`src/rtl/multibyte_serial_adder.sv`:
```
// rtl/multibyte_serial_adder.sv - byte-serial multi-precision adder driving an 8-bit ripple-carry adder
//
// ripple_carry_adder_8bit: combinational 8-bit adder.
//   a, b : 8-bit addends    cin  : carry in
//   s    : 8-bit sum        cout : carry out
//
// multibyte_serial_adder: adds two NBYTES-byte operands, one byte per clock,
// LSB byte first, chaining each byte's carry into the next.
//   clk   : clock, rising edge
//   rst   : asynchronous active-high reset
//   start : request, sampled only while idle
//   a, b  : W-bit operands (W = 8*NBYTES), captured on accepted start
//   cin   : carry into byte 0, captured on accepted start
//   busy  : high while an addition is in progress (exactly NBYTES cycles)
//   done  : one-cycle pulse when sum/cout hold a new result
//   sum   : result, held until the next completion
//   cout  : carry out of the top byte, held with sum

module ripple_carry_adder_8bit (
  input  logic [7:0] a,
  input  logic [7:0] b,
  input  logic       cin,
  output logic [7:0] s,
  output logic       cout
);

  logic c;

  always_comb begin
    c = cin;
    s = '0;
    for (int i = 0; i < 8; i++) begin
      s[i] = a[i] ^ b[i] ^ c;
      c    = (a[i] & b[i]) | (c & (a[i] ^ b[i]));
    end
    cout = c;
  end

endmodule

module multibyte_serial_adder #(
  parameter int NBYTES = 4
) (
  input  logic                  clk,
  input  logic                  rst,
  input  logic                  start,
  input  logic [8*NBYTES-1:0]   a,
  input  logic [8*NBYTES-1:0]   b,
  input  logic                  cin,
  output logic                  busy,
  output logic                  done,
  output logic [8*NBYTES-1:0]   sum,
  output logic                  cout
);

  localparam int W  = 8 * NBYTES;
  localparam int CW = (NBYTES > 1) ? $clog2(NBYTES) : 1;

  typedef enum logic {IDLE, RUN} state_t;

  state_t          state_q, state_d;
  logic [CW-1:0]   idx_q, idx_d;
  logic [W-1:0]    a_r_q, a_r_d;
  logic [W-1:0]    b_r_q, b_r_d;
  logic            c_r_q, c_r_d;
  logic [W-1:0]    wk_q, wk_d;
  logic            busy_q, busy_d;
  logic            done_q, done_d;
  logic [W-1:0]    sum_q, sum_d;
  logic            cout_q, cout_d;

  logic [7:0]      rca_a, rca_b, rca_s;
  logic            rca_cout;

  assign rca_a = a_r_q[8*idx_q +: 8];
  assign rca_b = b_r_q[8*idx_q +: 8];

  ripple_carry_adder_8bit u_rca (
    .a    (rca_a),
    .b    (rca_b),
    .cin  (c_r_q),
    .s    (rca_s),
    .cout (rca_cout)
  );

  always_comb begin
    state_d = state_q;
    idx_d   = idx_q;
    a_r_d   = a_r_q;
    b_r_d   = b_r_q;
    c_r_d   = c_r_q;
    wk_d    = wk_q;
    busy_d  = busy_q;
    done_d  = 1'b0;
    sum_d   = sum_q;
    cout_d  = cout_q;

    case (state_q)
      IDLE: begin
        if (start) begin
          a_r_d   = a;
          b_r_d   = b;
          c_r_d   = cin;
          idx_d   = '0;
          busy_d  = 1'b1;
          state_d = RUN;
        end
      end
      RUN: begin
        wk_d[8*idx_q +: 8] = rca_s;
        c_r_d              = rca_cout;
        idx_d              = idx_q + CW'(1);
        if (idx_q == CW'(NBYTES - 1)) begin
          // wk_d already carries this edge's top byte, so it is the full result.
          sum_d   = wk_d;
          cout_d  = rca_cout;
          done_d  = 1'b1;
          busy_d  = 1'b0;
          idx_d   = '0;
          state_d = IDLE;
        end
      end
      default: state_d = IDLE;
    endcase
  end

  always_ff @(posedge clk or posedge rst) begin
    if (rst) begin
      state_q <= IDLE;
      idx_q   <= '0;
      a_r_q   <= '0;
      b_r_q   <= '0;
      c_r_q   <= 1'b0;
      wk_q    <= '0;
      busy_q  <= 1'b0;
      done_q  <= 1'b0;
      sum_q   <= '0;
      cout_q  <= 1'b0;
    end else begin
      state_q <= state_d;
      idx_q   <= idx_d;
      a_r_q   <= a_r_d;
      b_r_q   <= b_r_d;
      c_r_q   <= c_r_d;
      wk_q    <= wk_d;
      busy_q  <= busy_d;
      done_q  <= done_d;
      sum_q   <= sum_d;
      cout_q  <= cout_d;
    end
  end

  assign busy = busy_q;
  assign done = done_q;
  assign sum  = sum_q;
  assign cout = cout_q;

endmodule

```
`config.mk`:
```
export PLATFORM = sky130hd
export DESIGN_NAME = multibyte_serial_adder
export DESIGN_NICKNAME = d
export VERILOG_FILES = /design/src/rtl/multibyte_serial_adder.sv
export SDC_FILE = /design/constraint.sdc
export NUM_CORES = 1
export LEC_CHECK = 0
export BUFFER_PORTS_ARGS = -buffer_cell sky130_fd_sc_hd__buf_2
export CORE_MARGIN = 4
export CORE_UTILIZATION = 45
export CTS_CLUSTER_DIAMETER = 120
export CTS_CLUSTER_SIZE = 12
export DETAILED_ROUTE_END_ITERATION = 7
export PLACE_DENSITY = 0.68
export SLEW_MARGIN = 20
export SYNTH_ARGS = -nofsm -noshare
export SYNTH_HDL_FRONTEND = slang
export SYNTH_SLANG_ARGS = --single-unit
```
`constraint.sdc`:
```
create_clock -name clk -period 11.1 [get_ports clk]
set_clock_uncertainty 0.05 [all_clocks]
set_input_delay 0.555 -clock clk [delete_from_list [all_inputs] [get_ports clk]]
set_output_delay 0.555 -clock clk [all_outputs]
set_load 0.05 [all_outputs]
```
Word-level counts from Yosys, hierarchy flattened

Cells that the tools add are included.

$add $sub $neg: 2
Equal/unequal tests: 3
Shift operators: 4
Muxes and demuxes: 14
Bitwise gates (word level): 41
Reductions and logical operators: 3

Operators with widths:

| operator                                              | count |
|---|---|
| indexed part select 32 x 6 -> 8 bit                   | 2 |
| negation 5 -> 34 bit                                  | 1 |
| variable shift 8 x 34 -> 32 bit, first input constant | 1 |
| indexed part select 8 x 34 -> 32 bit                  | 1 |
| bitwise mux 32 bit                                    | 1 |
| bitwise AND 1 bit                                     | 16 |
| XOR 1 bit                                             | 16 |
| bitwise OR 1 bit                                      | 8 |
| two-way mux 1 bit                                     | 7 |
| case mux 1 bit (2 select lines)                       | 3 |
| AND reduction 2 bit                                   | 3 |
| two-way mux 2 bit                                     | 2 |
| case mux 2 bit (2 select lines)                       | 1 |
| adder 2 x 1 -> 2 bit, second input constant           | 1 |
| equality test 2 bit, second input constant            | 1 |
| inequality test 2 x 1 -> 1 bit, second input constant | 1 |
| inequality test 2 bit, second input constant          | 1 |
| NOT 1 bit                                             | 1 |

Register bits after elaboration: 135
Output and inout bits: 35
Logic and storage cells: 77

Longest topological paths before layout

Depth after elaboration: 19
Mapped depth: 17

Hierarchy

Synthesis repeated with hierarchy kept, for this count alone.

Cell total of the unflattened synthesis: 473
Area, all modules: 6123.4 um^2

By module, submodules not included:

| module                  | instances | cells an instance | area an instance (um^2) |
|---|---|---|---|
| multibyte_serial_adder  | 1         | 455               | 5925.7 |
| ripple_carry_adder_8bit | 1         | 18                | 197.7 |

Least setup slack after synthesis

No wires, ideal clock.

Kind: reg-to-reg
Start point: register idx_q[0]
End point: register sum_q[23], in the netlist sum[23]
Arrival time: 4.669 ns
Setup slack: 6.249 ns
Cell stages (with the launch flop): 18
Path buffers: 2
Period minus slack after synthesis: 4.851 ns
Cells stage by stage: dfrtp_1 > buf_6 > buf_12 > mux4_2 > inv_1 > fa_1 > fa_1 > fa_1 > fa_1 > fa_1 > inv_1 > fa_1 > inv_1 > fa_1 > inv_1 > fa_1 > nand3_1 > o211ai_1

Cells in the longest elaborated chain, start to end: 19
Elaborated cells on any way between the ends: 45
Classes of those cells: add/sub: 1; eq/ne: 1; shift: 4; mux: 1; bitwise: 37; reduce/logical: 1

RTL lines:

| what                                                   | line   | source |
|---|---|---|
| start: declaration                                     | 62     | `logic [CW-1:0] idx_q, idx_d;` |
| start signal: assignment                               | 141    | `idx_q <= idx_d;` |
| indexed part select 32 x 6 -> 8 bit (on tied branches) | 75, 76 |  |
| XOR 1 bit                                              | 33, 34 |  |
| bitwise AND 1 bit                                      | 34     | `c = (a[i] & b[i]) \| (c & (a[i] ^ b[i]));` |
| bitwise OR 1 bit                                       | 34     |  |
| bitwise AND 1 bit                                      | 34     |  |
| bitwise OR 1 bit                                       | 34     |  |
| bitwise AND 1 bit                                      | 34     |  |
| bitwise OR 1 bit                                       | 34     |  |
| [... 3 more ...]                                       | n/a    |  |
| bitwise OR 1 bit                                       | 34     |  |
| bitwise AND 1 bit                                      | 34     |  |
| bitwise OR 1 bit                                       | 34     |  |
| bitwise AND 1 bit                                      | 34     |  |
| bitwise OR 1 bit                                       | 34     |  |
| XOR 1 bit                                              | 33     | `s[i] = a[i] ^ b[i] ^ c;` |
| indexed part select 8 x 34 -> 32 bit                   | 110    | `wk_d[8*idx_q +: 8] = rca_s;` |
| bitwise mux 32 bit                                     | 110    |  |
| end signal: assignment                                 | 148    | `sum_q <= sum_d;` |
| end: declaration                                       | 69     | `logic [W-1:0] sum_q, sum_d;` |

Parallel ways exist; a longest one is shown, timed or not.
A chain may end at the register's enable or synchronous reset.

Worst setup path after layout

Start point: register idx_q[1]
End point: register sum_q[15], in the netlist sum[15]

The elaborated chain is that of the path after synthesis.

==> impl_metrics.ini <==
[setup_path]
worstPathCellList = mux4_2, inv_1, fa_1, fa_1, fa_1, fa_1, fa_1, inv_1, fa_1, inv_1, fa_1, inv_1, fa_1, nand3_1, o211ai_1
cp_common_cell = fa_1
reg2reg_from = idx_q[1]$_DFFE_PP0P_
r2r_slack_ns = 5.90
worstSetupPathType = reg -> reg
max_stage_delay_ns = 0.87
cp_slowest_cell = dfrtp_1
cp-start-kind = register
rr_worst_depth = 15
end_kind = register
cp_max_fo = 20
cp_data_required_time_ns = 11.34
cp.arrival_ns = 5.44
timing.rr.end = sum[15]$_DFFE_PP0P_

[floorplan]
pin_count = 103
rows = 44
core_area_sq_um = 14500
die_h_um = 130
start_util_pct = 45.8
die_area_sq_um = 16800
fp.dieW_um = 130

[grt]
antenna_found_initial = 0
grt_start_max_net_pins = 106
grt_pass1_wl_um = 24700
grt_pass1_vias = 4551
grtUsageTotal_pct = 19.1
grt_remaining_overflow = 0

[clocking]
cts_sinks = 135
clk-insertion-delay-late_ns = 0.42
cts.clk_slew.worst_paths_ns = 0.05
cts_tree = yes
cts-root-buf = clkbuf_16
clockBufferDepth = 2
cts_htree_levels = 4
cts_buffers = 17
cts_hold_buf = 0
cts_setup_buffers = 0
cts.repair.resized = 0

[route]
drt_wl_total_um = 15100
drcViolationCount = 0
dr.pass1.iters = 4
wl_per_cell_um = 20.0
drt_iter0_drc = 309
via_per_inst = 5.73
vias = 4347
drtAntennaViolNets = 0

[timing]
min_period_over_period_pct = 46.8
relSlewSlack_pct = 33.2
rsz0062_at_grt = false
setup_viol = 0
final-hold-violation-count = 0
tightest_slew_ns = 1.00
slew_violations = 0
finalSetupTns_ns = 0
post-route-min-period_ns = 5.20
clock.fmax_mhz = 192

[cells_and_area]
final_cell_mix = dfrtp_1, buf_2, mux2_2
multi_input_area_sq_um = 2950
mostFrequentLayoutCell = dfrtp_1
nets = 643
drive_above_1_share_pct = 45.3
fin_area_sq_um = 7840
area_growth_pct = 17.8
seq_area_sq_um = 3380
fillCellCount = 1247
antenna_cells = 0

[logic_synthesis]
yosysWarnings = 0
synthTopCellsByArea = dfrtp_1, mux2_2, a21bo_2, nand4b_1, o211ai_1
syn-instance-count = 477
syn_nets = 559
synth_top_area_cell = dfrtp_1
synth_top_area_share_pct = 50.8
syn_area_per_cell_sq_um = 14.0
seq_area_frac_synth_pct = 50.8
syn_area_sq_um = 6660
synth_cell_types = 34
ys_ff_latch = 135

[place]
dp_hpwl_um = 10300
gp_congestion = 0.759
placed_cell_area_sq_um = 7190
portBuffers = 102

[power]
power_density_nw_per_um2 = 365
ir_drop_v = 0.000170
leakagePower_uw = 0.00347

[outcome]
outcome = finished, final reports clean

[flow_run]
maxCapViolCount = 0

[min_path]
hold_path.class = in -> async
-- power breakdown --
part / leakage, uW / internal (uW) / total (uW) / switching [uW]
clock network: 0.000326 / 410 / 612 / 202
registers: 0.00172 / 698 / 819 / 121
logic: 0.00143 / 612 / 1430 / 822
total: 0.00347 / 1720 / 2870 / 1150
-- flip-flops by register name, summed over array words and instances, names as in the netlist --
| register | count |
|---|---|
| a_r_q | 32 |
| b_r_q | 32 |
| busy | 1 |
| c_r_q | 1 |
| cout | 1 |
| done | 1 |
| idx_q | 2 |
| state_q | 1 |
| sum | 32 |
| wk_q | 32 |
-- logic make-up (layout without fill, tap and decap cells) --
kind of cell | after synthesis | in the layout | synth area share (%)
adder cells (fa/ha/maj) | 14 | 14 | 3.53
AO/OA/AOI/OAI | 100 | 100 | 13.9
buffers and inverters | 63 | 160 | 5.10
multiplexers | 82 | 82 | 17.0
flip-flops | 135 | 135 | 50.8
AND/OR/NAND/NOR | 83 | 83 | 9.76
-- Yosys cell counts, drive strengths merged --
cell type	n
mux2	65
inv	21
nand3b	21
mux4	16
nand2	7
and3b	2
dfrtp	135
or3b	7
ha	6
nand4b	33
nand4bb	3
a21bo	32
o211ai	32
a22o	1
mux2i	1
clkbuf	13
a32o	4
o31ai	1
fa	8
o2bb2ai	28
buf	29
nor2	2
o21ai	1
nand3	6
o21a	1
nor2b	2
-- per-stage QoR --
stage,util [%],instances,total power (uW),setup slack [ns],hold slack [ns]
global route,53.9,758,3030,5.57,0.302
finish,53.9,758,2870,5.90,0.295
detailed placement,49.4,726,2260,5.83,0.425
CTS,53.9,758,2880,5.85,0.299
floorplan,-,477,1870,6.25,0.406
global placement,49.4,726,2220,5.90,0.423
-- worst max-delay path: cells and delay by family (launching register included) --
family | cells | cell delay [ns]
AOI/OAI and AO/OA | 1 | 0.13
adders and majority gates | 8 | 3.21
buffers and inverters | 4 | 0.28
DFF | 1 | 0.87
muxes | 1 | 0.34
and+or+nand+nor | 1 | 0.19
-- cell type report --
class	count	share of cell area [%]
Tap cell	184	2.94
Inverter	21	1.04
Clock inverter	8	1.79
Clock buffer	24	6.53
Multi-Input combinational cell	279	37.6
Timing Repair Buffer	107	6.99
Sequential cell	135	43.1
-- how the worst max path moves through the flow --
stage                                to            startpoint  depth (start not counted)  slack, ns
finish              sum[15]$_DFFE_PP0P_  idx_q[1]$_DFFE_PP0P_                         15       5.90
global route        sum[15]$_DFFE_PP0P_  idx_q[1]$_DFFE_PP0P_                         15       5.57
CTS                 sum[15]$_DFFE_PP0P_  idx_q[1]$_DFFE_PP0P_                         15       5.85
detailed placement  sum[15]$_DFFE_PP0P_  idx_q[1]$_DFFE_PP0P_                         15       5.83
global placement    sum[31]$_DFFE_PP0P_  idx_q[1]$_DFFE_PP0P_                         15       5.90
floorplan           sum[23]$_DFFE_PP0P_  idx_q[0]$_DFFE_PP0P_                         17       6.25
-- per-layer routing --
layer  vias to the layer above  part of all wire [%]  GRT usage, %
met5                         -                     0             0
met2                       144                    47          29.5
met1                      2206                    45          26.5
met3                        19                   5.9          4.74
li1                       1978                     -             -
met4                         0                   1.7          6.66
Note: power is estimated with default switching activity, not from simulation.
